**config.mk**
```make
export PLATFORM = sky130hd
export DESIGN_NAME = poly_mult_result_streamer_flat
export DESIGN_NICKNAME = d
export VERILOG_FILES = /design/src/rtl/poly_mult_pkg.sv /design/src/rtl/poly_mult_result_streamer_if.sv /design/src/rtl/poly_negacyclic_fold.sv /design/src/rtl/poly_mult_result_streamer.sv /design/src/flat_wrapper.sv
export SDC_FILE = /design/constraint.sdc
export NUM_CORES = 1
export LEC_CHECK = 0
export CAP_MARGIN = 20
export CORE_AREA = 2 2 407 409
export DETAILED_ROUTE_END_ITERATION = 12
export DIE_AREA = 0 0 409 411
export DONT_BUFFER_PORTS = 1
export PLACE_DENSITY = 0.43
export SETUP_SLACK_MARGIN = 0.1
export SKIP_LAST_GASP = 1
export SYNTH_ARGS = -nofsm -noshare
export SYNTH_HDL_FRONTEND = slang
export SYNTH_SLANG_ARGS = --single-unit
```
**constraint.sdc**
```tcl
create_clock -name clk -period 25.8 [get_ports clk]
set_input_delay 5.16 -clock clk [delete_from_list [all_inputs] [get_ports clk]]
set_output_delay 5.16 -clock clk [all_outputs]
set_load 0.05 [all_outputs]
```
**src/rtl/poly_mult_pkg.sv**
```systemverilog
// Shared types and derivations for the polynomial-multiplier result streamer.
// Optional feature macro: POLY_NEGACYCLIC_FOLD_EN (negacyclic fold at capture).
package poly_mult_pkg;

  typedef enum logic [1:0] {
    S_IDLE   = 2'd0,
    S_WAIT   = 2'd1,
    S_STREAM = 2'd2
  } state_e;

  // Coefficient width of the default build (2*N with N=16).
  localparam int COEF_W = 32;

  function automatic int coef_w_f(input int n);
    return 2 * n;
  endfunction

  // Number of coefficients that leave the block per product.
  function automatic int nc_f(input int d);
`ifdef POLY_NEGACYCLIC_FOLD_EN
    return d;
`else
    return 2 * d - 1;
`endif
  endfunction

  // Systolic array settling latency from start to a stable product bus.
  function automatic int lat_f(input int d);
    return 2 * d + 1;
  endfunction

endpackage

```
**src/rtl/poly_mult_result_streamer_if.sv**
```systemverilog
// Valid/ready coefficient stream carrying one product coefficient per transfer.
interface poly_mult_result_streamer_if #(
  parameter int CW = 32,
  parameter int IW = 5
);
  logic          coef_valid;
  logic          coef_ready;
  logic [CW-1:0] coef_data;
  logic [IW-1:0] coef_idx;
  logic          coef_last;

  modport master (
    output coef_valid, coef_data, coef_idx, coef_last,
    input  coef_ready
  );

  modport slave (
    input  coef_valid, coef_data, coef_idx, coef_last,
    output coef_ready
  );
endinterface

```
**src/rtl/poly_negacyclic_fold.sv**
```systemverilog
// Combinational reduction of a 2D-1 coefficient product modulo x^D+1.
// Only instantiated when POLY_NEGACYCLIC_FOLD_EN is defined.
module poly_negacyclic_fold #(
  parameter int D  = 16,
  parameter int CW = 32
) (
  input  logic [CW*(2*D-1)-1:0] raw,
  output logic [CW*D-1:0]       folded
);

  // x^(k+D) = -x^k, so upper coefficients subtract into the lower ones.
  for (genvar k = 0; k < D - 1; k++) begin : g_fold
    assign folded[k*CW +: CW] = raw[k*CW +: CW] - raw[(k+D)*CW +: CW];
  end

  assign folded[(D-1)*CW +: CW] = raw[(D-1)*CW +: CW];

endmodule

```
**src/rtl/poly_mult_result_streamer.sv**
```systemverilog
// Waits out the array latency after start, snapshots the product bus and streams
// its coefficients lowest degree first. Optional macro: POLY_NEGACYCLIC_FOLD_EN.
module poly_mult_result_streamer
  import poly_mult_pkg::*;
#(
  parameter int D   = 16,
  parameter int N   = 16,
  parameter int LAT = lat_f(D)
) (
  input  logic                     clk,
  input  logic                     rst,
  input  logic                     start,
  input  logic [2*N*(2*D-1)-1:0]   p,
  output logic                     busy,
  poly_mult_result_streamer_if.master coef
);

  localparam int CW    = coef_w_f(N);
  localparam int NRAW  = 2 * D - 1;
  localparam int NC    = nc_f(D);
  localparam int IW    = $clog2(NRAW);
  localparam int CNT_W = $clog2(LAT + 1);

  localparam logic [1:0] ST_IDLE   = S_IDLE;
  localparam logic [1:0] ST_WAIT   = S_WAIT;
  localparam logic [1:0] ST_STREAM = S_STREAM;

  logic [CW*NC-1:0] cap;

`ifdef POLY_NEGACYCLIC_FOLD_EN
  poly_negacyclic_fold #(
    .D  (D),
    .CW (CW)
  ) u_fold (
    .raw    (p),
    .folded (cap)
  );
`else
  assign cap = p;
`endif

  logic [1:0]       state_q, state_d;
  logic [CNT_W-1:0] cnt_q,   cnt_d;
  logic [IW-1:0]    idx_q,   idx_d;
  logic [CW-1:0]    data_q,  data_d;
  logic             last_q,  last_d;
  logic [CW-1:0]    bank_q [NC];

  logic             capture;
  logic             xfer;
  logic [IW-1:0]    idx_inc;
  logic [CW-1:0]    bank_nxt;

  assign idx_inc = idx_q + 1'b1;

  always_comb begin
    bank_nxt = '0;
    for (int i = 0; i < NC; i++) begin
      if (idx_inc == IW'(i)) bank_nxt = bank_q[i];
    end
  end

  // NOTE: every variable gets a default first so no path leaves it unassigned (no latch).
  always_comb begin
    state_d = state_q;
    cnt_d   = cnt_q;
    idx_d   = idx_q;
    data_d  = data_q;
    last_d  = last_q;
    capture = 1'b0;
    xfer    = (state_q == ST_STREAM) && coef.coef_ready;

    case (state_q)
      ST_IDLE: begin
        if (start) begin
          state_d = ST_WAIT;
          cnt_d   = CNT_W'(LAT - 1);
        end
      end
      ST_WAIT: begin
        if (cnt_q == '0) begin
          capture = 1'b1;
          state_d = ST_STREAM;
          idx_d   = '0;
          data_d  = cap[CW-1:0];
          last_d  = (NC == 1);
        end else begin
          cnt_d = cnt_q - 1'b1;
        end
      end
      ST_STREAM: begin
        if (xfer) begin
          if (idx_q == IW'(NC - 1)) begin
            state_d = ST_IDLE;
            idx_d   = '0;
            data_d  = '0;
            last_d  = 1'b0;
          end else begin
            idx_d  = idx_inc;
            data_d = bank_nxt;
            last_d = (idx_inc == IW'(NC - 1));
          end
        end
      end
      default: state_d = ST_IDLE;
    endcase
  end

  // NOTE: sequential state uses non-blocking assignments so all flops update together.
  always_ff @(posedge clk) begin
    if (rst) begin
      state_q <= ST_IDLE;
      cnt_q   <= '0;
      idx_q   <= '0;
      data_q  <= '0;
      last_q  <= 1'b0;
    end else begin
      state_q <= state_d;
      cnt_q   <= cnt_d;
      idx_q   <= idx_d;
      data_q  <= data_d;
      last_q  <= last_d;
    end
  end

  // NOTE: the shadow bank has no reset; it is only read after a capture has filled it.
  always_ff @(posedge clk) begin
    if (capture) begin
      for (int i = 0; i < NC; i++) bank_q[i] <= cap[i*CW +: CW];
    end
  end

  assign busy            = (state_q != ST_IDLE);
  assign coef.coef_valid = (state_q == ST_STREAM);
  assign coef.coef_data  = data_q;
  assign coef.coef_idx   = idx_q;
  assign coef.coef_last  = last_q;

endmodule
```
**src/flat_wrapper.sv**
```systemverilog
// flat-port wrapper written by rule: the top's interface ports become plain ports
module poly_mult_result_streamer_flat import poly_mult_pkg::*;
#(
  parameter int D   = 16,
  parameter int N   = 16,
  parameter int LAT = lat_f(D)
)
  (clk, rst, start, p, busy, coef_coef_valid, coef_coef_data, coef_coef_idx, coef_coef_last, coef_coef_ready);
  poly_mult_result_streamer_if coef_i ();
  input  logic clk;
  input  logic rst;
  input  logic start;
  input  logic [2*N*(2*D-1)-1:0] p;
  output logic busy;
  output wire logic [$bits(coef_i.coef_valid)-1:0] coef_coef_valid;
  output wire logic [$bits(coef_i.coef_data)-1:0] coef_coef_data;
  output wire logic [$bits(coef_i.coef_idx)-1:0] coef_coef_idx;
  output wire logic [$bits(coef_i.coef_last)-1:0] coef_coef_last;
  input wire logic [$bits(coef_i.coef_ready)-1:0] coef_coef_ready;
  assign coef_coef_valid = coef_i.coef_valid;
  assign coef_coef_data = coef_i.coef_data;
  assign coef_coef_idx = coef_i.coef_idx;
  assign coef_coef_last = coef_i.coef_last;
  assign coef_i.coef_ready = coef_coef_ready;
  poly_mult_result_streamer #(.D(D), .N(N), .LAT(LAT)) u_core (.clk(clk), .rst(rst), .start(start), .p(p), .busy(busy), .coef(coef_i));
endmodule
```
## After elaboration in Yosys (flattened, before gate mapping)

Memories as Yosys holds them, arrays and structs flattened.
Cells that the tools add are included.

- Register bits: 46
- Memory bits (writable): 992
- Input port bits: 996
- Output and inout port bits: 40
- Word-level logic and storage cells: 111
- Memories: 1

- Add/sub/neg operators: 2
- Eq/ne operators: 38
- Mux-type cells: 55
- Reductions and logical operators: 10

Memories:

| memory | depth | width | read ports | clocked after memory_dff | write ports | RTL line | RTL |
|---|---|---|---|---|---|---|---|
| u_core.bank_q | 31 | 32 | 31 | 0 | 31 | poly_mult_result_streamer.sv:47 | `logic [CW-1:0] bank_q [NC];` |

Operators with widths:

| operator | number |
|---|---|
| 2-to-1 mux 32 bit | 34 |
| equality test 5 bit (second input constant) | 16 |
| one-hot mux 32 bit (2 select lines) | 1 |
| equality test 5 x 4 -> 1 bit (second input constant) | 8 |
| equality test 5 x 3 -> 1 bit (second input constant) | 4 |
| 2-to-1 mux 5 bit | 3 |
| 2-to-1 mux 6 bit | 2 |
| one-hot mux 6 bit (2 select lines) | 1 |
| equality test 5 x 2 -> 1 bit (second input constant) | 2 |
| one-hot mux 5 bit (2 select lines) | 1 |
| 2-to-1 mux 2 bit | 4 |
| 2-to-1 mux 1 bit | 7 |
| logical NOT 6 bit | 1 |
| != test 2 x 1 -> 1 bit (second input constant) | 3 |
| one-hot mux 2 bit (3 select lines) | 1 |
| AND reduction 3 bit | 2 |
| nonzero test 2 bit | 3 |
| subtractor 6 x 1 -> 6 bit (second input constant) | 1 |
| adder 5 x 1 -> 5 bit (second input constant) | 1 |
| equality test 5 x 1 -> 1 bit (second input constant) | 1 |
| logical NOT 5 bit | 1 |
| != test 2 bit (second input constant) | 2 |
| AND reduction 4 bit | 1 |
| equality test 2 x 1 -> 1 bit (second input constant) | 1 |
| other kinds (4) | 4 |

## Logic depth before layout (Yosys ltp)

Gate-level depths: netlist of the first run.

- Depth in word-level cells: 36
- Mapped depth: 14
- Mapped depth without buffers: 10

## Worst setup path after synthesis of the first run

No wires, ideal clock.

- Path kind: register -> register
- Start point: register u_core.cnt_q[0]
- End point: register u_core.cnt_q[3]
- Setup time: 0.115 ns
- Arrival time: 23.414 ns
- Required time: 25.685 ns
- Path slack: 2.271 ns
- Stages on the path, launching flop included: 10
- Path buffers: 0
- Clock period less this slack: 23.529 ns
- Cells stage by stage: dfxtp_1 -> inv_1 -> ha_1 -> nor2b_1 -> nand3_1 -> inv_1 -> nor2_1 -> nor4b_1 -> xnor2_1 -> nor2_1

- Word-level cells in the longest chain between the ends: 3
- Elaborated cells between the ends (all ways): 6
- Those cells by class: add/sub: 1; eq/ne: 1; mux: 2; reduce/logical: 2

RTL lines:

| what | RTL line | RTL |
|---|---|---|
| start, declared | poly_mult_result_streamer.sv:43 | `logic [CNT_W-1:0] cnt_q, cnt_d;` |
| start signal, assigned | poly_mult_result_streamer.sv:119 | `cnt_q <= cnt_d;` |
| subtractor 6 x 1 -> 6 bit / logical NOT 6 bit (equally long branches) | poly_mult_result_streamer.sv:88, poly_mult_result_streamer.sv:81 |  |
| 2-to-1 mux 6 bit / != test 2 bit (equally long branches) | n/a |  |
| one-hot mux 6 bit (2 select lines) / AND reduction 3 bit (equally long branches) | n/a |  |

Several ways; a longest one is shown, not always the timed one. The select of a mux whose other input is x is not followed.
A chain may end at the register's enable or synchronous reset.

## Final worst setup path of the first run

- Start point: register u_core.state_q[0]
- End point: output busy

- Word-level cells in the longest chain between the ends: 1

RTL lines:

| what | RTL line | RTL |
|---|---|---|
| start, declared | poly_mult_result_streamer.sv:42 | `logic [1:0] state_q, state_d;` |
| start signal, assigned | poly_mult_result_streamer.sv:118 | `state_q <= state_d;` |
| nonzero test 2 bit | poly_mult_result_streamer.sv:133 | `assign busy = (state_q != ST_IDLE);` |
| end, declared | flat_wrapper.sv:14 | `output logic busy;` |

Every way passes these cells.

==> run summary, run 1 <==
Worst Max-Slew Pin Slew -> 1.276 ns
area of the core region -> 163,900 µm²
later-pin clock latency in the skew report -> 0.79 ns
combinational group share of total power -> 0.130
Pre-Repair DR Iteration Count -> 6
reported leakage power -> 15.16 nW
reported max-cap violation count -> 0
number of DRC markers after the initial detailed-route iteration -> 4,038
Async SR Flop Fraction -> 0
main combinational cell family by area after synthesis -> compound AO/OA/AOI/OAI gates
clock-pin slew on the worst setup and hold paths -> 0.06 ns
endpoint kind of the worst setup timing path -> output pin
gr usage total -> 0.2737
number of buffers added on ports -> 0
placed cell count -> 4,940
Gates resized, CTS repair -> 0
top_reg_cell synth -> sky130_fd_sc_hd__edfxtp_1
crit path from -> u_core.state_q[0]
cell types occupying the most area after synthesis -> sky130_fd_sc_hd__edfxtp_1 (72%), sky130_fd_sc_hd__dfxtp_1 (2.2%), sky130_fd_sc_hd__a21oi_1 (1.9%)
number of H-tree levels -> 3
portion of netlist area occupied by mux cells -> 0.003592
final critical delay including setup and external delays -> 7.078 ns
TritonCTS clock tree -> built
Critical Setup Path Class -> reg2out
boundary pin count -> 1,036
hold buffer count at cts -> 0
skew final -> 0.05189 ns
final hold violations -> 0
startpoint class of the critical path -> flop
met2 track utilization from global routing -> 0.4704
CTS Buffer Depth -> 3
total DRC errors in the routed layout -> 0
GR met1 Demand/Resource -> 0.3291
sequential area share after synthesis -> 0.7408
area delta synth->final -> 18.01%
number of global-route vias before repair -> 28.00k
fraction of final layout cells sized beyond drive strength 1 -> 0.1391
worst hold slack across all endpoints -> 0.4840 ns
largest fanout on the critical path -> 4
number of clock sinks -> 1,038
vias -> 29.46k
met3 demand-to-capacity share in global routing -> 0.08269
number of synthesis warnings -> 0
distinct cell type count after synthesis -> 92
overflow left after global routing -> 0
sequential fraction of design power -> 0.527
most frequent cells in the layout -> sky130_fd_sc_hd__edfxtp_1 (992), sky130_fd_sc_hd__nand2_1 (163), sky130_fd_sc_hd__a21oi_1 (155)
worst endpoint data arrival time -> 1.92 ns
GRT busiest layer -> met2
pin count of the biggest net entering global routing -> 157
reg-to-reg slack, setup -> 19.96 ns
routed len/inst -> 45.37 µm
post-synthesis share of cell area spent on and, or, nand and nor gates -> 0.06827
most common library cell in the layout ignoring fill and taps -> sky130_fd_sc_hd__edfxtp_1
first-pass GRT wire length -> 298.3 mm
clock network power share -> 0.343
final sum of negative setup slack -> 0 ns
fraction of the mapped netlist area in adder cells -> 0.003018
utilization after layout -> 0.2985
per-instance average area after synthesis -> 14.91 µm²
Final nets -> 3,879
switching portion of total power -> 0.2992
Max Freq -> 141.3 MHz
cell type with the largest total area after synthesis -> sky130_fd_sc_hd__edfxtp_1
Synth top area share -> 0.7186
ratio of routed vias to standard cells -> 5.588
total internal power -> 0.003438 W
status -> completed
post-route fraction of the period consumed by the critical path -> 0.2743
buffers inserted by post-CTS timing repair -> 0
initial core utilization -> 0.2530
half-perimeter wire length after placement -> 186.5 mm
post-synth design cell area -> 41,450 µm²
antenna violations before repair -> 203
number of pins exceeding their max-slew limit in the final report -> 0
# setup viols final -> 0
Post-synth EDFFs -> 992
startpoint of the most critical hold path -> u_core.cnt_q[0]
CTS Root Buffer Type -> sky130_fd_sc_hd__clkbuf_16
number of register bits inferred by synthesis -> 1,038
Hold/Removal Path Class -> reg2reg
Synth Area in Compound Gates -> 0.1609
routability congestion estimate -> 0.8901
Post-Syn Instances -> 2,780
Die W -> 409 µm
Final ANT Viol Nets -> 0
worst rel slew slack -> 0.1406
area enclosed by the die boundary -> 168,100 µm²
data required time at the worst endpoint -> 20.64 ns
start of the worst register-to-register path -> u_core.coef.coef_idx[0]
P per Cell Area -> 100.3 nW/µm²
post-synth net total -> 3,786
unrepaired setup endpoints after global routing -> false
final non-filler cell total -> 5,272
number of cell rows -> 149
net switching power of the design -> 0.001468 W
xor/xnor share of the synthesized area -> 0.001630
maximum ir drop on the vdd rail -> 0.05839 mV
cts bufs inserted -> 117
die height -> 411 µm
Final Routed Wirelength -> 239.2 mm
[through the flow]
| step | worst slack [ns] | area, µm² | power, W |
|---|---|---|---|
| global route | 18.65 | 48760 | 0.005054 |
| global placement | 18.47 | 44790 | 0.003254 |
| CTS | 18.67 | 48590 | 0.004937 |
| floorplan | 2.271 | 41450 | 0.003282 |
| finish | 18.72 | 48920 | 0.004906 |
| detailed placement | 18.41 | 44790 | 0.003260 |
[sequential cells by signal, summed over array words and instances, names as in the netlist]
register	cells
u_core.bank_q	992
u_core.cnt_q	6
u_core.coef.coef_idx	5
u_core.coef.coef_last	1
u_core.coef.coef_data	32
u_core.state_q	2
[Yosys cell counts, types with 7 or more instances]
library cell and count:
sky130_fd_sc_hd__inv_1 27, sky130_fd_sc_hd__clkbuf_1 78, sky130_fd_sc_hd__a21o_1 19, sky130_fd_sc_hd__a2bb2oi_1 7, sky130_fd_sc_hd__o211ai_1 40, sky130_fd_sc_hd__a22oi_1 48, sky130_fd_sc_hd__nor2_1 142, sky130_fd_sc_hd__o22ai_1 87
sky130_fd_sc_hd__nand3b_1 11, sky130_fd_sc_hd__o21ai_0 139, sky130_fd_sc_hd__dfxtp_1 46, sky130_fd_sc_hd__nand3_1 63, sky130_fd_sc_hd__a211o_1 15, sky130_fd_sc_hd__a211oi_1 29, sky130_fd_sc_hd__buf_4 8, sky130_fd_sc_hd__nor2b_1 12
sky130_fd_sc_hd__a31oi_1 26, sky130_fd_sc_hd__buf_1 11, sky130_fd_sc_hd__buf_2 72, sky130_fd_sc_hd__nand2_1 165, sky130_fd_sc_hd__nand4_1 13, sky130_fd_sc_hd__a21boi_0 9, sky130_fd_sc_hd__a32oi_1 13, sky130_fd_sc_hd__a21oi_1 157
sky130_fd_sc_hd__o21ai_1 15, sky130_fd_sc_hd__and2_1 16, sky130_fd_sc_hd__nand2b_1 13, sky130_fd_sc_hd__a2111oi_0 15, sky130_fd_sc_hd__o211a_1 8, sky130_fd_sc_hd__nor4_1 20, sky130_fd_sc_hd__o2111ai_1 11, sky130_fd_sc_hd__ha_1 10
sky130_fd_sc_hd__o221ai_1 37, sky130_fd_sc_hd__o32ai_1 17, sky130_fd_sc_hd__edfxtp_1 992, sky130_fd_sc_hd__a221o_1 48, sky130_fd_sc_hd__nor3_1 70, sky130_fd_sc_hd__a221oi_1 86, sky130_fd_sc_hd__a22o_1 18, sky130_fd_sc_hd__or3_1 13
sky130_fd_sc_hd__and3_1 19, sky130_fd_sc_hd__o21a_1 7
[power by group through the flow]
stage | clock network (W) | registers [W] | logic, W
2_1_floorplan | 0 | 0.00294 | 0.000346
3_3_place_gp | 0 | 0.00261 | 0.000641
3_5_place_dp | 0 | 0.00262 | 0.000644
4_1_cts | 0.00171 | 0.00259 | 0.000646
5_1_grt | 0.00176 | 0.00261 | 0.000681
6_report | 0.00168 | 0.00258 | 0.000640
[layout make-up]
type,count,area (µm²)
Inverter,28,112.6
Clock buffer,145,3107
Timing Repair Buffer,146,1154
Fill cell,16390,115000
Sequential cell,1038,30710
Multi-Input combinational cell,1542,10140
Tap cell,2189,2739
Clock inverter,77,689.4
Antenna cell,107,267.8
[logic make-up (layout without fill, tap and decap cells)]
logic type	count (synthesis)	after routing
flip-flops	1038	1038
AO/OA/AOI/OAI	928	928
AND/OR/NAND/NOR	588	588
buffers and inverters	200	396
adder cells (fa/ha/maj)	10	10
multiplexers	10	10
XOR/XNOR	6	6
other	0	107
[final timing paths]
kind	cells after the start	endpoint
max	3	busy
min	2	u_core.cnt_q[0]
min reg2reg	2	u_core.cnt_q[0]
max reg2reg	11	u_core.coef.coef_data[29]
[routing by layer]
| metal | vias up | part of all wire |
|---|---|---|
| met2 | 1920 | 0.50 |
| met4 | 106 | 0.030 |
| met1 | 15250 | 0.38 |
| met5 | - | 0.0030 |
| li1 | 11720 | - |
| met3 | 456 | 0.091 |
[critical path, cell delays in order, from the launching register on]
cell                      delay, ns
sky130_fd_sc_hd__dfxtp_1       0.35
sky130_fd_sc_hd__inv_1         0.08
sky130_fd_sc_hd__ha_1          0.24
sky130_fd_sc_hd__inv_1         0.47
Note: power is estimated with default switching activity, not from simulation.
==> run 2, diff against run 1 <==
--- a/config.mk
+++ b/config.mk
@@ -10,7 +10,7 @@
 export DETAILED_ROUTE_END_ITERATION = 12
 export DIE_AREA = 0 0 409 411
 export DONT_BUFFER_PORTS = 1
-export PLACE_DENSITY = 0.43
+export PLACE_DENSITY = 0.44
 export SETUP_SLACK_MARGIN = 0.1
 export SKIP_LAST_GASP = 1
 export SYNTH_ARGS = -nofsm -noshare
==> constraint.sdc (replaced) <==
create_clock -name clk -period 6.41 [get_ports clk]
set_input_delay 1.282 -clock clk [delete_from_list [all_inputs] [get_ports clk]]
set_output_delay 1.282 -clock clk [all_outputs]
set_load 0.05 [all_outputs]
==> run summary, run 2 (same netlist as run 1, synthesis figures left out) <==
worst endpoint data arrival time -> 6.42 ns (+4.50 ns)
most common library cell in the layout ignoring fill and taps -> sky130_fd_sc_hd__edfxtp_1
Worst Max-Slew Pin Slew -> 1.220 ns (-0.05552 ns)
setup ws final -> 0.6354 ns (-18.09 ns)
first-pass GRT wire length -> 310.2 mm (+4.0%)
highest-delay cell along the critical path -> sky130_fd_sc_hd__xor2_4
routed len/inst -> 47.30 µm (+4.3%)
die height -> 411 µm (unchanged)
final hold violations -> 0 (unchanged)
routability congestion estimate -> 0.9432 (+6.0%)
Die W -> 409 µm (unchanged)
post-route fraction of the period consumed by the critical path -> 0.9009
Critical Setup Path Class -> reg2reg
Final Routed Wirelength -> 249.1 mm (+4.1%)
fraction of final layout cells sized beyond drive strength 1 -> 0.1478 (+0.008675)
number of pins exceeding their max-slew limit in the final report -> 0 (unchanged)
reg-to-reg slack, setup -> 0.64 ns (-19.32 ns)
CTS Root Buffer Type -> sky130_fd_sc_hd__clkbuf_16
unrepaired setup endpoints after global routing -> false
register with the most flip-flops -> u_core.bank_q
worst rel slew slack -> 0.1817 (+0.04109)
reported leakage power -> 15.44 nW (+1.8%)
placed inst area -> 44,820 µm² (about the same)
startpoint class of the critical path -> flop
area enclosed by the die boundary -> 168,100 µm² (unchanged)
overflow left after global routing -> 0 (unchanged)
largest incremental delay on the critical path -> 0.86 ns (+0.39 ns)
number of clock sinks -> 1,038 (unchanged)
status -> completed
hold depth -> 2 (unchanged)
data required time at the worst endpoint -> 7.06 ns (-13.58 ns)
antenna violations before repair -> 270 (+33%)
gr usage total -> 0.2856 (+0.01187)
TritonCTS clock tree -> built
Final nets -> 3,884 (+0.13%)
vias -> 29.67k (+0.71%)
initial core utilization -> 0.2530 (unchanged)
count of cells along the worst register-to-register path -> 10 (-1)
number of cell rows -> 149 (unchanged)
final sum of negative setup slack -> 0 ns (unchanged)
reported max-cap violation count -> 0 (unchanged)
clock-pin slew on the worst setup and hold paths -> 0.06 ns (about the same)
Worst Hold Path EP -> u_core.cnt_q[0]
maximum ir drop on the vdd rail -> 0.2574 mV (+340%)
most frequent cells in the layout -> sky130_fd_sc_hd__edfxtp_1 (992), sky130_fd_sc_hd__nand2_1 (163), sky130_fd_sc_hd__a21oi_1 (155)
cts bufs inserted -> 121 (+3.4%)
final critical delay including setup and external delays -> 5.775 ns
number of buffers added on ports -> 0 (unchanged)
number of H-tree levels -> 3 (unchanged)
CP cell instances -> ha_1 > and3_1 > xor2_4 > a211oi_4 > buf_4 > a221o_1 > a2111oi_1 > o211ai_1 > a21oi_1 > o21ai_1
later-pin clock latency in the skew report -> 0.79 ns (about the same)
pin count of the biggest net entering global routing -> 178 (+13%)
total DRC errors in the routed layout -> 0 (unchanged)
number of DRC markers after the initial detailed-route iteration -> 3,728 (-7.7%)
hold buffer count at cts -> 0 (unchanged)
number of global-route vias before repair -> 28.33k (+1.2%)
skew final -> 0.03844 ns (-0.01345 ns)
largest fanout on the critical path -> 20 (+16)
P per Cell Area -> 424.1 nW/µm² (+320%)
boundary pin count -> 1,036 (unchanged)
placed cell count -> 4,941 (+0.020%)
ratio of routed vias to standard cells -> 5.634 (+0.82%)
post-route design area -> 49,430 µm² (+1.0%)
total power -> 0.02096 W (+330%)
worst r2r dst -> u_core.coef.coef_data[7]
Post-Place Setup Slack -> 0.7202 ns (-17.69 ns)
buffers inserted by post-CTS timing repair -> 0 (unchanged)
# setup viols final -> 0 (unchanged)
Max Freq -> 173.2 MHz
flip-flop count of the largest register, all copies and words added -> 992 (unchanged)
half-perimeter wire length after placement -> 196.2 mm (+5.2%)
Gates resized, CTS repair -> 0 (unchanged)
Final ANT Viol Nets -> 0 (unchanged)
final non-filler cell total -> 5,266 (-0.11%)
Hold/Removal Path Class -> reg2reg
startpoint of the most critical hold path -> u_core.cnt_q[0]
CTS Buffer Depth -> 3 (unchanged)
endpoint kind of the worst setup timing path -> flop
area of the core region -> 163,900 µm² (unchanged)
start of the worst register-to-register path -> u_core.coef.coef_idx[0]
area delta synth->final -> 19.24%
Pre-Repair DR Iteration Count -> 5 (-1)
-- run 2: cell count changes in the layout (fill, tap and decap cells not counted), moves of 3 or more --
cell,before,now
sky130_fd_sc_hd__a211oi_1,22,25
sky130_fd_sc_hd__clkbuf_16,120,126
sky130_fd_sc_hd__buf_12,1,4
sky130_fd_sc_hd__clkinv_1,28,21
sky130_fd_sc_hd__clkbuf_1,24,14
sky130_fd_sc_hd__a211oi_2,8,5
sky130_fd_sc_hd__diode_2,107,93
sky130_fd_sc_hd__clkinvlp_4,7,10
sky130_fd_sc_hd__bufinv_16,9,24
sky130_fd_sc_hd__o21ai_1,14,17
sky130_fd_sc_hd__buf_4,142,137
-- run 2: worst max-delay path: cells and delay by family (launching register included) --
kind,cells,cell delay [ns]
flops,1,0.61
buf+inv,1,0.35
fa+ha+maj,1,0.60
compound gates,6,2.77
simple gates,1,0.42
xor+xnor,1,0.86
-- run 2: per-stage QoR --
stage | hold WS, ns | utilization
2_1_floorplan | 0.4595 | -
6_report | 0.4793 | 0.3016
3_3_place_gp | 0.4650 | 0.2732
3_5_place_dp | 0.4660 | 0.2735
4_1_cts | 0.4776 | 0.3000
5_1_grt | 0.4960 | 0.3008
-- run 2: worst max-delay path by stage --
| stage | from | slack (ns) | to | cells after the start |
|---|---|---|---|---|
| 6_report | u_core.coef.coef_idx[0] | 0.64 | u_core.coef.coef_data[7] | 10 |
| 5_1_grt | u_core.coef.coef_idx[0] | 0.52 | u_core.coef.coef_data[7] | 10 |
| 4_1_cts | u_core.coef.coef_idx[0] | 0.69 | u_core.coef.coef_data[7] | 10 |
| 3_5_place_dp | u_core.coef.coef_idx[0] | 0.72 | u_core.coef.coef_data[7] | 10 |
| 3_3_place_gp | u_core.coef.coef_idx[0] | 0.45 | u_core.coef.coef_data[8] | 12 |
| 2_1_floorplan | u_core.cnt_q[0] | -9.70 | u_core.cnt_q[4] | 10 |
-- run 2: layer usage --
layer	part of all wire	GRT usage
met4	0.037	0.09499
met2	0.50	0.4937
met1	0.37	0.3247
met5	0.0043	0
met3	0.094	0.1050
-- run 2: power by group --
part / switching [W] / internal [W]
combinational: 0.00215 / 0.000555
sequential: 0.00114 / 0.00949
clock: 0.00308 / 0.00455
total: 0.00636 / 0.0146
-- run 2: final cells by class --
| type | instances | area [µm²] |
|---|---|---|
| diodes | 93 | 232.7 |
| clock buffers | 140 | 3206 |
| clock inverters | 89 | 1135 |
| fillers | 16350 | 114400 |
| inverters | 28 | 108.9 |
| multi-input cells | 1542 | 10130 |
| flip-flops and latches | 1038 | 30720 |
| well taps | 2189 | 2739 |
| repair buffers | 147 | 1165 |
